==> config.mk <==
export PLATFORM = sky130hd
export DESIGN_NAME = ffa_initiator
export DESIGN_NICKNAME = d
export VERILOG_FILES = /design/src/rtl/ffa_pkg.sv /design/src/rtl/ffa_initiator.sv
export SDC_FILE = /design/constraint.sdc
export NUM_CORES = 1
export LEC_CHECK = 0
export BUFFER_PORTS_ARGS = -buffer_cell sky130_fd_sc_hd__buf_4
export CAP_MARGIN = 20
export CELL_PAD_IN_SITES_DETAIL_PLACEMENT = 0
export CELL_PAD_IN_SITES_GLOBAL_PLACEMENT = 1
export CORE_ASPECT_RATIO = 2
export CORE_MARGIN = 10
export CORE_UTILIZATION = 36
export CTS_BUF_LIST = sky130_fd_sc_hd__clkbuf_2
export CTS_CLUSTER_DIAMETER = 150
export DETAILED_ROUTE_END_ITERATION = 6
export PLACE_DENSITY = 0.86
export SLEW_MARGIN = 15
export SYNTH_ARGS = -nofsm -noshare
export SYNTH_HDL_FRONTEND = slang
export SYNTH_SLANG_ARGS = --single-unit
==> constraint.sdc <==
create_clock -name clk -period 1.95 [get_ports clk]
set_input_delay 0 -clock clk [delete_from_list [all_inputs] [get_ports clk]]
set_output_delay 0 -clock clk [all_outputs]
set_load 0.01 [all_outputs]
==> src/rtl/ffa_pkg.sv <==
// Shared types and default widths for the FFA initiator.
package ffa_pkg;

  typedef enum logic [1:0] {
    INIT  = 2'd0,
    IDLE  = 2'd1,
    ISSUE = 2'd2,
    RESP  = 2'd3
  } state_t;

  localparam int DEF_DATA_W = 8;
  localparam int DEF_ADDR_W = 3;
  localparam int DEF_DATA_N = 8;
  localparam int ERR_CNT_W  = 8;

endpackage

==> src/rtl/ffa_initiator.sv <==
// Single-outstanding request initiator for a small synchronous array,
// with an optional zero-fill sweep after reset and a saturating error counter.
module ffa_initiator
  import ffa_pkg::*;
#(
  parameter int DATA_W  = DEF_DATA_W,
  parameter int ADDR_W  = DEF_ADDR_W,
  parameter int DATA_N  = DEF_DATA_N,
  parameter int INIT_EN = 1
) (
  input  logic                 clk,
  input  logic                 resetn,
  input  logic                 req_valid,
  output logic                 req_ready,
  input  logic                 req_wr,
  input  logic [ADDR_W-1:0]    req_addr,
  input  logic [DATA_W-1:0]    req_wdata,
  output logic                 resp_valid,
  input  logic                 resp_ready,
  output logic [DATA_W-1:0]    resp_rdata,
  output logic                 resp_err,
  output logic [ERR_CNT_W-1:0] err_cnt,
  output logic                 busy,
  output logic                 arr_wr,
  output logic                 arr_rd,
  output logic [ADDR_W-1:0]    arr_addr,
  output logic [DATA_W-1:0]    arr_din,
  input  logic [DATA_W-1:0]    arr_dout,
  input  logic                 arr_error
);

  // One extra bit so DATA_N == 2**ADDR_W is representable.
  localparam logic [ADDR_W:0] DATA_N_V   = (ADDR_W+1)'(DATA_N);
  localparam logic [ADDR_W:0] SWEEP_LAST = (ADDR_W+1)'(DATA_N - 1);
  localparam logic [ADDR_W:0] CNT_ONE    = (ADDR_W+1)'(1);
  localparam logic [ERR_CNT_W-1:0] ERR_MAX = '1;
  localparam logic [ERR_CNT_W-1:0] ERR_ONE = ERR_CNT_W'(1);

  state_t state, next_state;

  logic [ADDR_W:0]   init_cnt;
  logic              op_wr;
  logic [ADDR_W-1:0] op_addr;
  logic [DATA_W-1:0] op_wdata;
  logic              in_range;

  assign in_range = ({1'b0, op_addr} < DATA_N_V);

  always_ff @(posedge clk) begin
    if (!resetn) begin
      state <= (INIT_EN != 0) ? INIT : IDLE;
    end else begin
      state <= next_state;
    end
  end

  always_comb begin
    next_state = state;
    case (state)
      INIT:    if (init_cnt == SWEEP_LAST) next_state = IDLE;
      IDLE:    if (req_valid)              next_state = ISSUE;
      ISSUE:                               next_state = RESP;
      RESP:    if (resp_ready)             next_state = IDLE;
      default:                             next_state = IDLE;
    endcase
  end

  // Strobes are gated by resetn so the array sees nothing while reset is held.
  always_comb begin
    req_ready = (state == IDLE);
    busy      = (state != IDLE);
    arr_wr    = 1'b0;
    arr_rd    = 1'b0;
    arr_addr  = '0;
    arr_din   = '0;
    if (resetn) begin
      case (state)
        INIT: begin
          arr_wr   = 1'b1;
          arr_addr = init_cnt[ADDR_W-1:0];
        end
        ISSUE: begin
          if (in_range) begin
            arr_wr   = op_wr;
            arr_rd   = !op_wr;
            arr_addr = op_addr;
            arr_din  = op_wr ? op_wdata : '0;
          end
        end
        default: ;
      endcase
    end
  end

  always_ff @(posedge clk) begin
    if (!resetn) begin
      init_cnt   <= '0;
      op_wr      <= 1'b0;
      op_addr    <= '0;
      op_wdata   <= '0;
      resp_valid <= 1'b0;
      resp_rdata <= '0;
      resp_err   <= 1'b0;
      err_cnt    <= '0;
    end else begin
      if (state == INIT) begin
        init_cnt <= init_cnt + CNT_ONE;
      end
      if (req_valid && req_ready) begin
        op_wr    <= req_wr;
        op_addr  <= req_addr;
        op_wdata <= req_wdata;
      end
      if (state == ISSUE) begin
        resp_valid <= 1'b1;
        resp_rdata <= (!op_wr && in_range) ? arr_dout : '0;
        resp_err   <= arr_error | !in_range;
      end else if (resp_valid && resp_ready) begin
        resp_valid <= 1'b0;
        resp_rdata <= '0;
        resp_err   <= 1'b0;
        if (resp_err && (err_cnt != ERR_MAX)) begin
          err_cnt <= err_cnt + ERR_ONE;
        end
      end
    end
  end

endmodule
==> impl_metrics.json, run 1 <==
{
  "syn_inst": 198,
  "yosysTopAreaCellShare_pct": 44.86,
  "synth_nets": 231,
  "via_per_inst": 4.772,
  "peakVddDrop_mv": 0.5054,
  "highest_layer": "met4",
  "critPathCapture": "arr_din[7]",
  "hold_viol": 0,
  "grt_pass1_wl_mm": 7.217,
  "hpwl_mm": 3.254,
  "rsz0062_at_grt": "false",
  "finalClockSkew_ns": 0.01687,
  "cts_buffers": 5,
  "arrival_ns": 1.81,
  "worstPathMaxFanout": 8,
  "yosys.area_share.simple_pct": 25.23,
  "avgSynthCellArea_um2": 8.114,
  "drc": 0,
  "slew_headroom_pct": 62.61,
  "whs_path_depth": 5,
  "core_um2": 4339,
  "synth_seq_cells": 36,
  "gp_congestion": 0.7330,
  "synthAdderAreaFrac_pct": 6.231,
  "path_buf_inv": 3,
  "met1_length_mm": 1.701,
  "initial_utilization_pct": 37.02,
  "cts.sinks": 36,
  "max_stage_delay_ns": 0.41,
  "drive_gt1_share_pct": 25.36,
  "cp-end-kind": "output port",
  "overflow": 0,
  "ant_nets": 0,
  "clock_path_buffers": 2,
  "synthXorXnorAreaFrac_pct": 2.181,
  "rows": 34,
  "status": "finished clean",
  "timing.critical_path.mode_cell": "buf_4",
  "total_power_w": 0.001624,
  "period_minus_slack_ns": 1.806,
  "max_freq_mhz": 553.7,
  "totalWireLength_mm": 4.415,
  "drtIter0Drc": 73,
  "antenna_found_initial": 0,
  "critical_path.top_delay_family": "simple AND/OR/NAND/NOR gates",
  "synth_cell_type_count": 33,
  "fin_setup_tns_ns": 0,
  "diodes": 0,
  "reg2reg_slack_ns": 0.18,
  "ys_seq_area_share_pct": 44.86,
  "fin_nets": 313,
  "synth_top_family_by_area": "simple AND/OR/NAND/NOR gates",
  "htree_num_levels": 2,
  "cts_root_buf": "clkbuf_2",
  "rr_endpoint": "resp_err$_SDFFE_PN0P_",
  "cp-startpoint": "state[0]$_SDFFE_PN0P_",
  "cts.clk_slew.worst_paths_ns": 0.17,
  "worstPathCellList": "inv_1, ha_1, buf_4, and3_1, and2_1, buf_4",
  "reg2reg_depth": 7,
  "grt_pass1_vias": 1669,
  "synth_top_area_cell": "dfxtp_1",
  "cts_setup_buffers": 0,
  "critPathLaunchType": "register",
  "power_density_nw_per_um2": 683.3,
  "maxSlewViolCount": 0,
  "synth_area_leaders": "dfxtp_1, nand2_1, a21oi_1, ha_1, nor2_1",
  "vias": 1594,
  "timing.final.crit_share_pct": 92.61,
  "reg2reg_from": "state[0]$_SDFFE_PN0P_",
  "die_area_um2": 7696,
  "maxCapViolations": 0,
  "dr.pass1.iters": 4,
  "critPathSlowestCell": "dfxtp_2",
  "synth-warning-count": 0,
  "wl_per_cell_um": 13.22,
  "io_buffer_count": 57,
  "crit_type": "register to output port",
  "die_x_um": 67.24,
  "wl_met3_um": 243,
  "p_leak_nw": 1.015,
  "tightestPinTransition_ns": 0.5609,
  "muxShareOfSynthArea_pct": 1.869,
  "clk_latency_ns": 0.37,
  "die_h_um": 114.5,
  "track_usage_pct": 11.75,
  "synthesis.area_um2": 1607,
  "io-pin-count": 58,
  "grt_max_degree": 24,
  "holdCritPathClass": "input port to register",
  "syn2layout_area_growth_pct": 47.98,
  "crit_cells": 6,
  "cp.required_ns": 1.95,
  "synth_compound_area_share_pct": 15.42,
  "cts_tree": "done",
  "setup_viol": 0,
  "met2_length_mm": 2.394
}
## where the power goes
| group | internal [W] | switching [W] |
|---|---|---|
| Combinational | 0.000229 | 0.000227 |
| Clock | 0.0000856 | 0.000235 |
| Sequential | 0.000796 | 0.0000523 |
## state kept, by name (all words and copies together) (netlist names)
signal,count
err_cnt,8
init_cnt,4
op_addr,3
op_wdata,8
op_wr,1
resp_err,1
resp_rdata,8
resp_valid,1
state,2
## what timing repair did
action,CTS,global route
setup endpoints to repair,0,11
endpoints found under the hold margin,23,0
resized for setup,0,1
hold buffers,23,0
## layout make-up
type / count / area, um2
clock inverters: 1 / 5.005
fillers: 446 / 1962
well taps: 54 / 67.56
inverters: 7 / 26.28
clock buffers: 6 / 30.03
repair buffers: 85 / 708.2
flip-flops and latches: 36 / 721.9
multi-input cells: 145 / 818.3
## worst register-to-register path, cell delays in order, from the launching register on
cell and delay, ns:
dfxtp_2 0.41, inv_1 0.08, ha_1 0.20, buf_4 0.15, a21oi_1 0.15, a22oi_1 0.08, dlygate4sd3_1 0.56, nor2_1 0.08
## through the flow
step,area (um2),instances,hold slack (ns),utilization [%],setup slack (ns)
floorplan,1607,198,0.08996,-,0.3277
global placement,2111,304,0.2462,48.64,0.2236
detailed placement,2111,304,0.2544,48.64,0.1632
CTS,2376,334,0.08313,54.76,0.04844
global route,2377,334,0.1119,54.79,0.01152
finish,2377,334,0.1062,54.79,0.1441
## per-layer routing
| metal | GRT usage [%] | vias up |
|---|---|---|
| met5 | 0 | - |
| li1 | - | 832 |
| met2 | 21.18 | 38 |
| met4 | 6.887 | 0 |
| met1 | 11.10 | 717 |
| met3 | 3.333 | 7 |
## worst min-delay path by stage
| stage | startpoint | to | slack [ns] |
|---|---|---|---|
| detailed placement | req_addr[1] | op_addr[1]$_SDFFE_PN0P_ | 0.25 |
| finish | resp_ready | resp_rdata[0]$_SDFFE_PN0P_ | 0.11 |
| global placement | req_wdata[3] | op_wdata[3]$_SDFFE_PN0P_ | 0.25 |
| CTS | resp_ready | resp_rdata[3]$_SDFFE_PN0P_ | 0.08 |
| global route | req_valid | state[0]$_SDFFE_PN0P_ | 0.11 |
| floorplan | resetn | arr_rd | 0.09 |
## cell families after synthesis
logic type | count (synthesis)
AOI/OAI and AO/OA | 42
xor gates and xnor gates | 4
adders and majority gates | 8
buffers and inverters | 17
DFF | 36
muxes | 3
and+or+nand+nor | 88
## synth_stat cells
cell type  number
o31ai_1         3
nand2_1        40
and4b_1         1
a21o_1          1
nand3b_1        1
clkbuf_1        7
or3_1           2
buf_1           2
and3_1          1
xnor2_1         1
nor4_1          1
a22oi_1         4
nand4_1         3
xor2_1          3
o211ai_1        1
o21bai_1        1
dfxtp_1        36
inv_1           7
and2_1          9
nand2b_1        1
mux2i_1         3
a21oi_1        26
o21ai_0         2
nor2b_1         1
a222oi_1        1
nand3_1        10
a211oi_1        1
o21ai_2         1
ha_1            8
or4_1           2
nor2_1         16
buf_4           1
a31oi_1         1
## cell usage in the layout (no fill, tap or decap), types with 3 or more instances in the layout
cell type	n
a21oi_1	26
a22oi_1	4
and2_1	9
buf_4	61
clkbuf_2	6
dfxtp_1	35
dlygate4sd3_1	23
ha_1	8
inv_1	7
mux2i_1	3
nand2_1	40
nand3_1	10
nand4_1	3
nor2_1	16
o31ai_1	3
xor2_1	3
(Power assumes the default switching activity.)
==> run 2, diff against run 1 <==
- MAX_ROUTING_LAYER: default -> met4
==> run 2 against run 1 <==
Effect of this change:
- clock power about the same
- final cell count did not move
- sequential share of layout area stayed put
- count of clock-buffer cells in the layout did not move
- global-route usage grew 0.36 points
- final area is the same
- power decreased by 0.23%
- clock skew is 0.0055 ns lower
- routed wire length down 0.11%
- register-to-register slack hardly changed
- largest cell class unchanged
==> impl_metrics.json, run 2 (synthesized netlist as in run 1, its figures left out) <==
{
  "status": "finished clean",
  "arrival_ns": 1.80,
  "dr.pass1.iters": 4,
  "io_buffer_count": 57,
  "syn2layout_area_growth_pct": 47.98,
  "critPathLaunchType": "register",
  "timing.critical_path.mode_cell": "buf_4",
  "p_leak_nw": 1.015,
  "path_buf_inv": 3,
  "cts_tree": "done",
  "track_usage_pct": 12.10,
  "cts_root_buf": "clkbuf_2",
  "wl_per_cell_um": 13.20,
  "gp_congestion": 0.7418,
  "hold_viol": 0,
  "drc": 0,
  "grt_pass1_wl_mm": 7.245,
  "fin_setup_tns_ns": 0,
  "reg2reg_depth": 7,
  "peakVddDrop_mv": 0.5014,
  "die_h_um": 114.5,
  "grt_pass1_vias": 1669,
  "clk_latency_ns": 0.36,
  "cp.required_ns": 1.95,
  "worstPathMaxFanout": 8,
  "cts.clk_slew.worst_paths_ns": 0.17,
  "crit_type": "register to output port",
  "hpwl_mm": 3.254,
  "tightestPinTransition_ns": 0.5758,
  "antenna_found_initial": 0,
  "via_per_inst": 4.802,
  "hold_end": "resp_rdata[0]$_SDFFE_PN0P_",
  "drive_gt1_share_pct": 25.36,
  "critPathSlowestCell": "dfxtp_2",
  "totalWireLength_mm": 4.410,
  "die_x_um": 67.24,
  "finalClockSkew_ns": 0.01142,
  "slew_headroom_pct": 61.57,
  "final_common_cell": "buf_4",
  "rsz0062_at_grt": "false",
  "whs_path_depth": 5,
  "power_density_nw_per_um2": 681.7,
  "timing.final.crit_share_pct": 92.32,
  "overflow": 0,
  "fin_area_um2": 2377,
  "die_area_um2": 7696,
  "fin_nets": 313,
  "initial_utilization_pct": 37.02,
  "worstPathCellList": "inv_1, ha_1, buf_4, and3_1, and2_1, buf_4",
  "critical_path.top_delay_family": "simple AND/OR/NAND/NOR gates",
  "maxCapViolations": 0,
  "cp-end-kind": "output port",
  "io-pin-count": 58,
  "ant_nets": 0,
  "setup_viol": 0,
  "htree_num_levels": 2,
  "top_regs": "err_cnt x8, op_wdata x8, resp_rdata x8",
  "maxSlewViolCount": 0,
  "cts_setup_buffers": 0,
  "holdCritPathClass": "input port to register",
  "cts.sinks": 36,
  "min_from": "resp_ready",
  "vias": 1604,
  "layout_common_cells": "buf_4, nand2_1, dfxtp_1",
  "rr_endpoint": "resp_err$_SDFFE_PN0P_",
  "period_minus_slack_ns": 1.800,
  "reg2reg_slack_ns": 0.17,
  "clock_path_buffers": 2,
  "max_stage_delay_ns": 0.41,
  "grt_max_degree": 24,
  "cts_buffers": 5,
  "diodes": 0,
  "max_freq_mhz": 555.5,
  "drtIter0Drc": 66,
  "reg2reg_from": "state[0]$_SDFFE_PN0P_",
  "core_um2": 4339,
  "rows": 34,
  "dpl-instance-area_um2": 2111
}
==> run 2: cell counts in the layout (fill, tap and decap cells not counted) <==
No cell type changed its count.
==> run 2: worst max path at each step <==
stage,start,end,slack [ns],cells past startpoint
after global placement,state[0]$_SDFFE_PN0P_,err_cnt[7]$_SDFFE_PN0P_,0.22,6
final,state[0]$_SDFFE_PN0P_,arr_din[7],0.15,6
after detailed placement,state[0]$_SDFFE_PN0P_,err_cnt[7]$_SDFFE_PN0P_,0.16,6
after floorplan,state[0]$_SDFFE_PN0P_,err_cnt[7]$_SDFFE_PN0P_,0.33,6
after CTS,state[0]$_SDFFE_PN0P_,arr_din[5],0.05,6
after global routing,state[0]$_SDFFE_PN0P_,arr_din[7],0.004,6
==> run 2: cell type report <==
class                           count  area, um2
Clock buffer                        6      30.03
Clock inverter                      1      5.005
Fill cell                         446       1962
Inverter                            7      26.28
Multi-Input combinational cell    145      818.3
Sequential cell                    36      721.9
Tap cell                           54      67.56
Timing Repair Buffer               85      708.2
==> run 2: worst reg2reg max path, delay by kind of cell, from the launching register on <==
kind,cells,cell delay [ns]
buffers and inverters,3,0.79
AOI/OAI and AO/OA,2,0.24
adders and majority gates,1,0.20
DFF,1,0.41
and+or+nand+nor,1,0.08
==> run 2: per-layer routing <==
layer	up-vias	global-route usage [%]	wire length (um)
met3	11	2.941	224
li1	835	-	-
met1	715	11.51	1709
met4	0	6.887	129
met2	43	21.12	2345
met5	-	-	0
==> run 2: timing repair <==
item,CTS,global route
setup endpoints to repair,0,11
resized for setup,0,1
hold buffers,23,0
hold endpoints to repair,23,0
==> run 2: report_power, final <==
group	switching, W	internal, W	leakage (nW)
clock network	0.000232	0.0000856	0.0288
logic	0.000226	0.000229	0.695
registers	0.0000520	0.000796	0.291
==> run 2: per-stage QoR <==
stage	power [W]	utilization, %	setup WS (ns)	hold WS, ns	instances
6_report	0.001621	54.79	0.1498	0.1105	334
2_1_floorplan	0.001114	-	0.3277	0.08996	198
3_5_place_dp	0.001288	48.64	0.1632	0.2544	304
4_1_cts	0.001652	54.76	0.04844	0.08313	334
3_3_place_gp	0.001277	48.64	0.2236	0.2462	304
5_1_grt	0.001727	54.79	0.004089	0.1050	334
==> run 3, diff against run 2 <==
--- a/constraint.sdc
+++ b/constraint.sdc
@@ -3,2 +3,2 @@
 set_output_delay 0 -clock clk [all_outputs]
-set_load 0.01 [all_outputs]
+set_load 0.02 [all_outputs]
==> run 3 against run 2 <==
Effect of this change:
- final cell count rose by 0.60%
- critical path depth is the same
- utilization fell by 0.058 points
- global-route usage up 0.40 points
==> impl_metrics.json, run 3 (synthesized netlist as in run 1, its figures left out) <==
{
  "p_sw_share_pct": 32.77,
  "clk_latency_ns": 0.37,
  "gp_congestion": 0.7386,
  "rows": 34,
  "overflow": 0,
  "die_h_um": 114.5,
  "power_density_nw_per_um2": 695.4,
  "finalClockSkew_ns": 0.01998,
  "wl_per_cell_um": 13.22,
  "seqPwrFrac_pct": 51.2,
  "pwr-share-clk_pct": 19.5,
  "vias": 1604,
  "dr.pass1.iters": 4,
  "setup_viol": 0,
  "hpwl_mm": 3.367,
  "final_common_cell": "buf_4",
  "fin_nets": 314,
  "status": "finished clean",
  "reg2reg_slack_ns": 0.17,
  "io-pin-count": 58,
  "grt_pass1_vias": 1661,
  "grt_pass1_wl_mm": 7.514,
  "cts_setup_buffers": 0,
  "p_switching_w": 0.0005411,
  "die_area_um2": 7696,
  "layout_common_cells": "buf_4, nand2_1, dfxtp_1",
  "top_regs": "err_cnt x8, op_wdata x8, resp_rdata x8",
  "via_per_inst": 4.774,
  "hold_viol": 0,
  "cts.clk_slew.worst_paths_ns": 0.18,
  "p_int_w": 0.001110,
  "cp.required_ns": 1.95,
  "critPathLaunchType": "register",
  "drc": 0,
  "maxSlewViolCount": 0,
  "antenna_found_initial": 0,
  "track_usage_pct": 12.50,
  "die_x_um": 67.24,
  "holdCritPathClass": "input port to register",
  "power_frac_comb_pct": 29.3,
  "fin_setup_tns_ns": 0,
  "cts_tree": "done",
  "worstPathMaxFanout": 8,
  "placed_cells": 305,
  "syn2layout_area_growth_pct": 47.82,
  "arrival_ns": 1.81,
  "cp-end-kind": "output port",
  "drive_gt1_share_pct": 25.62,
  "totalWireLength_mm": 4.441,
  "peakVddDrop_mv": 0.5641,
  "cts.sinks": 36,
  "p_leak_nw": 1.015,
  "cts_root_buf": "clkbuf_2",
  "cts_buffers": 5,
  "ant_nets": 0,
  "period_minus_slack_ns": 1.807,
  "io_buffer_count": 57,
  "slew_headroom_pct": 64.06,
  "crit_type": "register to output port",
  "initial_utilization_pct": 37.02,
  "core_um2": 4339,
  "tightestPinTransition_ns": 0.5390,
  "clock_path_buffers": 2,
  "drtIter0Drc": 44,
  "timing.final.crit_share_pct": 92.64,
  "rsz0062_at_grt": "false",
  "grt_max_degree": 16,
  "total_power_w": 0.001651,
  "final_cells": 336,
  "max_freq_mhz": 553.5,
  "htree_num_levels": 2,
  "maxCapViolations": 0
}
run 3: cell count changes in the layout (fill, tap and decap cells not counted), sizes merged:
cell	previous run	this run
diode	0	1
buf	62	63
run 3: critical path, stage by stage (launching register included):
cell and delay [ns]:
dfxtp_2 0.40, inv_1 0.08, ha_1 0.21, buf_4 0.16, and3_1 0.25, and2_1 0.19, buf_4 0.15
run 3: layer usage:
layer	vias to the layer above	wire length (um)	track usage [%]
met5	-	0	-
met4	0	95	6.061
met3	7	186	2.843
met2	39	2416	22.14
met1	723	1743	12.14
li1	835	-	-
run 3: path summary, 6_finish.rpt:
kind,start,cells after the start,endpoint
worst max-delay path,state[0]$_SDFFE_PN0P_,6,arr_din[5]
worst min-delay path,resp_ready,5,resp_rdata[2]$_SDFFE_PN0P_
worst max register to register,state[0]$_SDFFE_PN0P_,7,resp_err$_SDFFE_PN0P_
worst min register to register,op_wdata[7]$_SDFFE_PN0P_,2,op_wdata[7]$_SDFFE_PN0P_
run 3: what timing repair did:
action | 4_1_cts | 5_1_grt
gates resized for setup | 0 | 1
endpoints found under the setup margin | 0 | 9
hold endpoints to repair | 23 | 0
hold buffers | 23 | 0
run 3: power groups by stage:
stage               Clock, W  Sequential [W]  Combinational (W)
finish              0.000322        0.000846           0.000484
global route        0.000358        0.000856           0.000537
CTS                 0.000338        0.000844           0.000494
detailed placement         0        0.000860           0.000455
floorplan                  0        0.000850           0.000292
global placement           0        0.000858           0.000444
run 3: cell type report:
class	instances	area, um2
Antenna cell	1	2.502
Clock buffer	6	30.03
Clock inverter	1	5.005
Fill cell	435	1964
Inverter	7	26.28
Multi-Input combinational cell	145	818.3
Sequential cell	36	721.9
Tap cell	54	67.56
Timing Repair Buffer	86	703.2
run 3: metrics by stage:
| stage | hold WS, ns | cell area, um2 | setup slack (ns) | util [%] |
|---|---|---|---|---|
| after floorplan | 0.1220 | 1607 | 0.3273 | - |
| after global placement | 0.2464 | 2106 | 0.2293 | 48.53 |
| after detailed placement | 0.2554 | 2106 | 0.1712 | 48.53 |
| after CTS | 0.08749 | 2371 | 0.02924 | 54.64 |
| after global routing | 0.1121 | 2372 | 0.01610 | 54.67 |
| final | 0.1145 | 2375 | 0.1434 | 54.73 |
